[config.mk]
export PLATFORM = sky130hd
export DESIGN_NAME = sram_port0_arbiter_flat
export DESIGN_NICKNAME = d
export VERILOG_FILES = /design/src/rtl/sram_port0_arbiter_if.sv /design/src/rtl/sram_port0_arbiter.sv /design/src/flat_wrapper.sv
export SDC_FILE = /design/constraint.sdc
export NUM_CORES = 1
export LEC_CHECK = 0
export CORE_UTILIZATION = 30
export CTS_CLUSTER_DIAMETER = 50
export DETAILED_ROUTE_END_ITERATION = 8
export GPL_TIMING_DRIVEN = 0
export PLACE_DENSITY = 0.77
export SKIP_LAST_GASP = 1
export SYNTH_ARGS = -nofsm -noshare
export SYNTH_HDL_FRONTEND = slang
export SYNTH_SLANG_ARGS = --single-unit
[constraint.sdc]
create_clock -name soc_clk -period 2.2 [get_ports soc_clk]
set_input_delay 0.44 -clock soc_clk [delete_from_list [all_inputs] [get_ports soc_clk]]
set_output_delay 0.44 -clock soc_clk [all_outputs]
set_load 0.1 [all_outputs]
[src/rtl/sram_port0_arbiter_if.sv]
// Bundle of the signals between the port-0 arbiter, its two requesters and
// SRAM port 0 of the wrapper. The "slave" modport is the arbiter's view
// (it serves the requesters and drives the SRAM); "master" is the view of
// everything around it (requesters plus the SRAM macro).
interface sram_port0_arbiter_if #(
    parameter int NUM_WMASKS = 4,
    parameter int DATA_WIDTH = 32,
    parameter int ADDR_WIDTH = 11
);
    // Requester 0 command and response
    logic                  req0_valid;
    logic                  req0_ready;
    logic                  req0_we;
    logic [NUM_WMASKS-1:0] req0_wmask;
    logic [ADDR_WIDTH-1:0] req0_addr;
    logic [DATA_WIDTH-1:0] req0_wdata;
    logic                  resp0_valid;
    logic [DATA_WIDTH-1:0] resp0_rdata;

    // Requester 1 command and response
    logic                  req1_valid;
    logic                  req1_ready;
    logic                  req1_we;
    logic [NUM_WMASKS-1:0] req1_wmask;
    logic [ADDR_WIDTH-1:0] req1_addr;
    logic [DATA_WIDTH-1:0] req1_wdata;
    logic                  resp1_valid;
    logic [DATA_WIDTH-1:0] resp1_rdata;

    // SRAM port 0 (active-low chip select and write enable)
    logic                  soc_csb0;
    logic                  soc_web0;
    logic [NUM_WMASKS-1:0] soc_wmask0;
    logic [ADDR_WIDTH-1:0] soc_addr0;
    logic [DATA_WIDTH-1:0] soc_din0;
    logic [DATA_WIDTH-1:0] soc_dout0;

    modport slave (
        input  req0_valid, req0_we, req0_wmask, req0_addr, req0_wdata,
        output req0_ready, resp0_valid, resp0_rdata,
        input  req1_valid, req1_we, req1_wmask, req1_addr, req1_wdata,
        output req1_ready, resp1_valid, resp1_rdata,
        output soc_csb0, soc_web0, soc_wmask0, soc_addr0, soc_din0,
        input  soc_dout0
    );

    modport master (
        output req0_valid, req0_we, req0_wmask, req0_addr, req0_wdata,
        input  req0_ready, resp0_valid, resp0_rdata,
        output req1_valid, req1_we, req1_wmask, req1_addr, req1_wdata,
        input  req1_ready, resp1_valid, resp1_rdata,
        input  soc_csb0, soc_web0, soc_wmask0, soc_addr0, soc_din0,
        output soc_dout0
    );
endinterface

[src/rtl/sram_port0_arbiter.sv]
// Two-requester arbiter for port 0 of the banked SoC SRAM wrapper.
// One command is granted per cycle (round-robin or fixed priority) and driven
// straight onto the SRAM pins in the same cycle. A two-stage pipeline tracks
// who issued each command and returns a one-cycle response pulse, carrying
// the captured read data, two cycles after acceptance.
module sram_port0_arbiter #(
    parameter int NUM_WMASKS  = 4,
    parameter int DATA_WIDTH  = 32,
    parameter int ADDR_WIDTH  = 11,
    parameter int ROUND_ROBIN = 1
) (
    input logic                 soc_clk,
    input logic                 soc_rst,
    sram_port0_arbiter_if.slave bus
);

    // Arbitration result for the current cycle
    logic w_grant0;
    logic w_grant1;
    logic w_grant_any;
    logic w_grant_we;

    // Requester that won the most recent grant (0 or 1)
    logic r_last_grant;

    // Stage 1: command accepted in the previous cycle
    logic r_s1_valid;
    logic r_s1_id;
    logic r_s1_we;

    // Stage 2: registered responses
    logic                  r_resp0_valid;
    logic                  r_resp1_valid;
    logic [DATA_WIDTH-1:0] r_resp0_rdata;
    logic [DATA_WIDTH-1:0] r_resp1_rdata;

    // Pick at most one requester; on contention either alternate or favour req0
    always_comb begin
        // NOTE: every output of a combinational block gets a default first so no latch is inferred.
        w_grant0 = 1'b0;
        w_grant1 = 1'b0;
        if (bus.req0_valid && bus.req1_valid) begin
            if (ROUND_ROBIN != 0) begin
                w_grant0 = r_last_grant;
                w_grant1 = ~r_last_grant;
            end else begin
                w_grant0 = 1'b1;
            end
        end else begin
            w_grant0 = bus.req0_valid;
            w_grant1 = bus.req1_valid;
        end
    end

    assign w_grant_any = w_grant0 | w_grant1;
    assign w_grant_we  = w_grant1 ? bus.req1_we : bus.req0_we;

    assign bus.req0_ready = w_grant0;
    assign bus.req1_ready = w_grant1;

    // Drive the SRAM pins from the granted requester, or park them when idle
    always_comb begin
        bus.soc_csb0   = 1'b1;
        bus.soc_web0   = 1'b1;
        bus.soc_wmask0 = '0;
        bus.soc_addr0  = '0;
        bus.soc_din0   = '0;
        if (w_grant0) begin
            bus.soc_csb0   = 1'b0;
            bus.soc_web0   = ~bus.req0_we;
            bus.soc_wmask0 = bus.req0_wmask;
            bus.soc_addr0  = bus.req0_addr;
            bus.soc_din0   = bus.req0_wdata;
        end else if (w_grant1) begin
            bus.soc_csb0   = 1'b0;
            bus.soc_web0   = ~bus.req1_we;
            bus.soc_wmask0 = bus.req1_wmask;
            bus.soc_addr0  = bus.req1_addr;
            bus.soc_din0   = bus.req1_wdata;
        end
    end

    // Remember the last winner and record the accepted command in stage 1
    always_ff @(posedge soc_clk or posedge soc_rst) begin
        if (soc_rst) begin
            r_last_grant <= 1'b1;
            r_s1_valid   <= 1'b0;
            r_s1_id      <= 1'b0;
            r_s1_we      <= 1'b0;
        end else begin
            // NOTE: sequential state uses non-blocking assignments so every register samples pre-edge values.
            if (w_grant_any) begin
                r_last_grant <= w_grant1;
            end
            r_s1_valid <= w_grant_any;
            r_s1_id    <= w_grant1;
            r_s1_we    <= w_grant_we;
        end
    end

    // Turn stage 1 into a response pulse; reads also capture the SRAM output
    always_ff @(posedge soc_clk or posedge soc_rst) begin
        if (soc_rst) begin
            r_resp0_valid <= 1'b0;
            r_resp1_valid <= 1'b0;
            r_resp0_rdata <= '0;
            r_resp1_rdata <= '0;
        end else begin
            r_resp0_valid <= r_s1_valid & ~r_s1_id;
            r_resp1_valid <= r_s1_valid &  r_s1_id;
            if (r_s1_valid && !r_s1_we) begin
                if (r_s1_id) begin
                    r_resp1_rdata <= bus.soc_dout0;
                end else begin
                    r_resp0_rdata <= bus.soc_dout0;
                end
            end
        end
    end

    assign bus.resp0_valid = r_resp0_valid;
    assign bus.resp1_valid = r_resp1_valid;
    assign bus.resp0_rdata = r_resp0_rdata;
    assign bus.resp1_rdata = r_resp1_rdata;

endmodule

[src/flat_wrapper.sv]
// flat-port wrapper written by rule: the top's interface ports become plain ports
module sram_port0_arbiter_flat 
#(
    parameter int NUM_WMASKS  = 4,
    parameter int DATA_WIDTH  = 32,
    parameter int ADDR_WIDTH  = 11,
    parameter int ROUND_ROBIN = 1
)
  (soc_clk, soc_rst, bus_req0_valid, bus_req0_we, bus_req0_wmask, bus_req0_addr, bus_req0_wdata, bus_req0_ready, bus_resp0_valid, bus_resp0_rdata, bus_req1_valid, bus_req1_we, bus_req1_wmask, bus_req1_addr, bus_req1_wdata, bus_req1_ready, bus_resp1_valid, bus_resp1_rdata, bus_soc_csb0, bus_soc_web0, bus_soc_wmask0, bus_soc_addr0, bus_soc_din0, bus_soc_dout0);
  sram_port0_arbiter_if #(.NUM_WMASKS(NUM_WMASKS), .DATA_WIDTH(DATA_WIDTH), .ADDR_WIDTH(ADDR_WIDTH)) bus_i ();
  input logic soc_clk;
  input logic soc_rst;
  input wire logic [$bits(bus_i.req0_valid)-1:0] bus_req0_valid;
  input wire logic [$bits(bus_i.req0_we)-1:0] bus_req0_we;
  input wire logic [$bits(bus_i.req0_wmask)-1:0] bus_req0_wmask;
  input wire logic [$bits(bus_i.req0_addr)-1:0] bus_req0_addr;
  input wire logic [$bits(bus_i.req0_wdata)-1:0] bus_req0_wdata;
  output wire logic [$bits(bus_i.req0_ready)-1:0] bus_req0_ready;
  output wire logic [$bits(bus_i.resp0_valid)-1:0] bus_resp0_valid;
  output wire logic [$bits(bus_i.resp0_rdata)-1:0] bus_resp0_rdata;
  input wire logic [$bits(bus_i.req1_valid)-1:0] bus_req1_valid;
  input wire logic [$bits(bus_i.req1_we)-1:0] bus_req1_we;
  input wire logic [$bits(bus_i.req1_wmask)-1:0] bus_req1_wmask;
  input wire logic [$bits(bus_i.req1_addr)-1:0] bus_req1_addr;
  input wire logic [$bits(bus_i.req1_wdata)-1:0] bus_req1_wdata;
  output wire logic [$bits(bus_i.req1_ready)-1:0] bus_req1_ready;
  output wire logic [$bits(bus_i.resp1_valid)-1:0] bus_resp1_valid;
  output wire logic [$bits(bus_i.resp1_rdata)-1:0] bus_resp1_rdata;
  output wire logic [$bits(bus_i.soc_csb0)-1:0] bus_soc_csb0;
  output wire logic [$bits(bus_i.soc_web0)-1:0] bus_soc_web0;
  output wire logic [$bits(bus_i.soc_wmask0)-1:0] bus_soc_wmask0;
  output wire logic [$bits(bus_i.soc_addr0)-1:0] bus_soc_addr0;
  output wire logic [$bits(bus_i.soc_din0)-1:0] bus_soc_din0;
  input wire logic [$bits(bus_i.soc_dout0)-1:0] bus_soc_dout0;
  assign bus_i.req0_valid = bus_req0_valid;
  assign bus_i.req0_we = bus_req0_we;
  assign bus_i.req0_wmask = bus_req0_wmask;
  assign bus_i.req0_addr = bus_req0_addr;
  assign bus_i.req0_wdata = bus_req0_wdata;
  assign bus_req0_ready = bus_i.req0_ready;
  assign bus_resp0_valid = bus_i.resp0_valid;
  assign bus_resp0_rdata = bus_i.resp0_rdata;
  assign bus_i.req1_valid = bus_req1_valid;
  assign bus_i.req1_we = bus_req1_we;
  assign bus_i.req1_wmask = bus_req1_wmask;
  assign bus_i.req1_addr = bus_req1_addr;
  assign bus_i.req1_wdata = bus_req1_wdata;
  assign bus_req1_ready = bus_i.req1_ready;
  assign bus_resp1_valid = bus_i.resp1_valid;
  assign bus_resp1_rdata = bus_i.resp1_rdata;
  assign bus_soc_csb0 = bus_i.soc_csb0;
  assign bus_soc_web0 = bus_i.soc_web0;
  assign bus_soc_wmask0 = bus_i.soc_wmask0;
  assign bus_soc_addr0 = bus_i.soc_addr0;
  assign bus_soc_din0 = bus_i.soc_din0;
  assign bus_i.soc_dout0 = bus_soc_dout0;
  sram_port0_arbiter #(.NUM_WMASKS(NUM_WMASKS), .DATA_WIDTH(DATA_WIDTH), .ADDR_WIDTH(ADDR_WIDTH), .ROUND_ROBIN(ROUND_ROBIN)) u_core (.soc_clk(soc_clk), .soc_rst(soc_rst), .bus(bus_i));
endmodule
Yosys cells after proc, flatten, opt, wreduce, memory -nomap -nowiden:

Cells that the tools add are included.

* reductions and logical operators: 5
* bitwise operators: 7
* muxes and demuxes: 13

Operators by type and width (count)
* $mux W32: 2
* $mux W11: 2
* $mux W4: 2
* $mux W1: 7
* $not A1 Y1: 4
* $reduce_and A2 Y1: 2
* $and A1 B1 Y1: 2
* $logic_and A1 B1 Y1: 2
* $logic_not A1 Y1: 1
* $or A1 B1 Y1: 1

* output and inout port bits: 117
* logic and storage cells: 33
* bits in registers: 70

Logic depth before layout (Yosys ltp):

* depth in word-level cells: 4
* mapped depth: 4

Least setup slack after synthesis:

No wires, ideal clock.

* kind: input port to output port
* from: input port bus_req0_valid
* to: output port bus_soc_web0
* stages on the path: 4
* setup slack: -870 ps
* arrival time: 2630 ps
* cell sequence: buf_2 a21boi_2 buf_2 a32oi_1

* cells in the longest elaborated chain, start to end: 4
* elaborated cells between the ends (all ways): 5
* classes of those cells: mux: 4; reduce/logical: 1

RTL lines
* start: declaration: line flat_wrapper.sv:13 `input wire logic [$bits(bus_i.req0_valid)-1:0] bus_req0_valid;`
* $logic_and A1 B1 Y1: line sram_port0_arbiter.sv:42 `if (bus.req0_valid && bus.req1_valid) begin`
* $mux W1: line sram_port0_arbiter.sv:42
* named net bus_req1_ready: line flat_wrapper.sv:26 `output wire logic [$bits(bus_i.req1_ready)-1:0] bus_req1_ready;`
* $mux W1: line sram_port0_arbiter.sv:74 `end else if (w_grant1) begin`
* $mux W1: line sram_port0_arbiter.sv:68 `if (w_grant0) begin`
* end: declaration: line flat_wrapper.sv:30 `output wire logic [$bits(bus_i.soc_web0)-1:0] bus_soc_web0;`

The timed path passes the listed nets, and every way through them passes these cells.

Worst setup path after layout:

* from: register u_core.r_last_grant
* to: output port bus_soc_din0[20]

* cells in the longest elaborated chain, start to end: 4
* elaborated cells between the ends (all ways): 5
* classes of those cells: mux: 4; bitwise: 1

RTL lines
* start: declaration: line sram_port0_arbiter.sv:24 `logic r_last_grant;`
* start signal: assignment: line sram_port0_arbiter.sv:93 `r_last_grant <= w_grant1;`
* $not A1 Y1: line sram_port0_arbiter.sv:45 `w_grant1 = ~r_last_grant;`
* $mux W1: line sram_port0_arbiter.sv:42
* $mux W32: line sram_port0_arbiter.sv:74
* $mux W32 (*): line sram_port0_arbiter.sv:68
* end: declaration: line flat_wrapper.sv:33 `output wire logic [$bits(bus_i.soc_din0)-1:0] bus_soc_din0;`

Every way passes the cells marked *; elsewhere a longest branch is shown, timed or not.

==> impl_metrics.yaml <==
run_status:
  status: "completed"
pwr:
  power_density_nw_per_um2: 1160
  ir_drop_mv: 0.614
  power.internal_w: 0.00335
  seq_power_share_pct: 23.4
  p_clk_share_pct: 14.2
  power.leakage_nw: 2.94
  p_sw_w: 0.00411
  p_sw_share_pct: 55.1
  p_comb_share_pct: 62.4
floorplanning:
  die_y_microns: 105
  core-area_sq_um: 10300
  die_area_sq_um: 11000
  pin_count: 249
  die_w_microns: 105
  start_util_pct: 30.9
  num_rows: 37
global_route:
  grt_pass1_vias: 3415
  gr-usage-all-layers_pct: 21.6
  grt_pass1_wl_microns: 18300
  grt_max_degree: 27
  gr-total-overflow: 0
  antenna_found_initial: 0
routing:
  wirelength_microns: 11600
  wl_per_cell_microns: 18.7
  postRouteAntennaNets: 0
  vias_per_cell: 4.91
  dr.pass1.iters: 4
  drc: 0
  drtIter0Drc: 102
  vias: 3056
critical_path:
  critPathLaunchType: "register"
  required_ns: 1.76
  crit_path_max_fanout: 10
  cp-end-kind: "output port"
  worst-setup-path-type: "reg -> out"
  critPathArrivalTime_ns: 1.70
logic_synthesis:
  synthesis.nets: 349
  ys_top_cells_by_area: "dfrtp_1 54%, mux2_2 22%, a32o_1 15%"
  yosysTopAreaCellShare_pct: 54.2
  syn_avg_cell_area_sq_um: 14.7
  yosys_register_bits: 70
  synth_cell_types: 20
  ys_seq_area_share_pct: 55.0
  synth_area_sq_um: 3190
  yosys.area.top_type: "dfrtp_1"
  synthCells: 217
  yosysWarnings: 0
clocking:
  cts_hold_buf: 0
  numCtsBuffers: 9
  htreeDepth: 3
  cts_root_buf: "clkbuf_8"
  clkTransAtPathRegs_ns: 0.07
  clock_latency_ns: 0.33
  cts.path.max_buffers: 2
  cts_tree: "done"
  numClockSinks: 70
sta:
  relSlewSlack_pct: 33.4
  rsz0062_at_grt: "true"
  final.min_clock_period_ns: 2.14
  slew_viol_final: 0
  worst_hold_slack_ns: 0.453
  clock.fmax_mhz: 468
  tightestPinTransition_ns: 1.00
  setup_ws_ns: 0.0627
  setup_viol: 0
  finalClockSkew_ns: 0.00742
  hold_violations: 0
  fin_crit_sh_pct: 97.1
place:
  post-place-ws_ns: -1.09
  hpwlAfterDp_microns: 9240
  dp_cells: 602
  routabilityCongestion: 0.864
  portBuffers: 247
finish:
  area_growth_pct: 102
  nets: 615
  diodes: 0
  num-fill-cells: 825
  stdcell_count: 623
  drive_gt1_share_pct: 42.9
  layout_commonest_cell: "clkdlybuf4s50_1"
  final_cell_mix: "129 x clkdlybuf4s50_1, 69 x dfrtp_1, 67 x dlygate4sd2_1"
hold_path:
  worstHoldPathType: "in -> reg"
flow_run:
  drv_cap: 0
power by group through the flow:
stage	Sequential (W)	Clock, W	Combinational [W]
after detailed placement	0.00178	0	0.00469
final	0.00174	0.00106	0.00465
after global placement	0.00176	0	0.00466
after floorplan	0.00400	0	0.00126
after global routing	0.00179	0.00116	0.00476
after CTS	0.00175	0.00110	0.00467
layer usage:
metal / track usage [%] / wire [microns] / share of wire (%)
met4: 9.15 / 346 / 3.0
met5: 0 / 0 / 0
met2: 40.9 / 6370 / 55
met1: 21.7 / 3990 / 34
met3: 6.74 / 935 / 8.0
worst max-delay path, cell delays in order, from the launching register on:
cell      delay (ns)
dfstp_2         0.55
nand2b_4        0.15
buf_2           0.21
a32o_2          0.22
buf_6           0.23
final cells by class:
cell class | count | area (sq um) | share of cell area [%]
plain buffers | 21 | 144 | 2.23
flip-flops and latches | 70 | 1750 | 27.2
well taps | 136 | 170 | 2.64
clock buffers | 12 | 165 | 2.56
clock inverters | 3 | 42.5 | 0.660
multi-input cells | 123 | 1390 | 21.5
repair buffers | 256 | 2780 | 43.1
inverters | 2 | 11.3 | 0.175
per-stage QoR:
| stage | total power [W] | instance area [sq um] | setup TNS (ns) | utilization (%) |
|---|---|---|---|---|
| 2_1_floorplan | 0.00526 | 3260 | -1.19 | - |
| 3_3_place_gp | 0.00642 | 5900 | -51.17 | 57.2 |
| 3_5_place_dp | 0.00648 | 5950 | -51.38 | 57.6 |
| 4_1_cts | 0.00751 | 6440 | -0.200 | 62.4 |
| 5_1_grt | 0.00770 | 6450 | -0.00602 | 62.4 |
| 6_report | 0.00746 | 6450 | 0 | 62.4 |
cells by family after synthesis:
logic type             count (synthesis)  synth area share, %
DFF                                   70                 55.0
muxes                                 65                 23.0
AOI/OAI and AO/OA                     50                 15.5
buffers and inverters                 24                 4.47
and+or+nand+nor                        8                 2.04
registers in the layout, indices dropped and copies added (netlist names):
| name | cells |
|---|---|
| u_core.bus.resp1_rdata | 32 |
| u_core.bus.resp0_valid | 1 |
| u_core.r_s1_we | 1 |
| u_core.bus.resp1_valid | 1 |
| u_core.r_last_grant | 1 |
| u_core.r_s1_id | 1 |
| u_core.bus.resp0_rdata | 32 |
| u_core.r_s1_valid | 1 |
synth_stat cells (all sizes together):
cell    count
nor3b       1
or2         1
buf        14
nor2        1
clkbuf      8
dfrtp      69
dfstp       1
nand3b      1
nor2b       1
a21boi      1
mux2       65
a32oi       1
inv         2
a32o       47
nand2b      1
and2        2
a21oi       1
final timing paths:
path | from | end | slack [ns] | cells past startpoint
worst min-delay path | bus_req0_valid | u_core.r_s1_valid$_DFF_PP0_ | 0.45 | 2
worst max register to register | u_core.r_s1_id$_DFF_PP0_ | u_core.bus.resp0_rdata[26]$_DFFE_PP0P_ | 0.72 | 3
worst min register to register | u_core.bus.resp0_rdata[29]$_DFFE_PP0P_ | u_core.bus.resp0_rdata[29]$_DFFE_PP0P_ | 0.50 | 1
min in group asynchronous | soc_rst | u_core.bus.resp1_rdata[22]$_DFFE_PP0P_ | 0.49 | 2
worst max-delay path | u_core.r_last_grant$_DFFE_PP1N_ | bus_soc_din0[20] | 0.06 | 4
max in group asynchronous | soc_rst | u_core.r_last_grant$_DFFE_PP1N_ | 0.96 | 4
repair_timing:
item,CTS,global route
resized for setup,489,4
buffers inserted,3,2
pin swaps,6,1
gates cloned,2,0
setup endpoints to repair,117,47
Power figures use the tool's default switching activity.
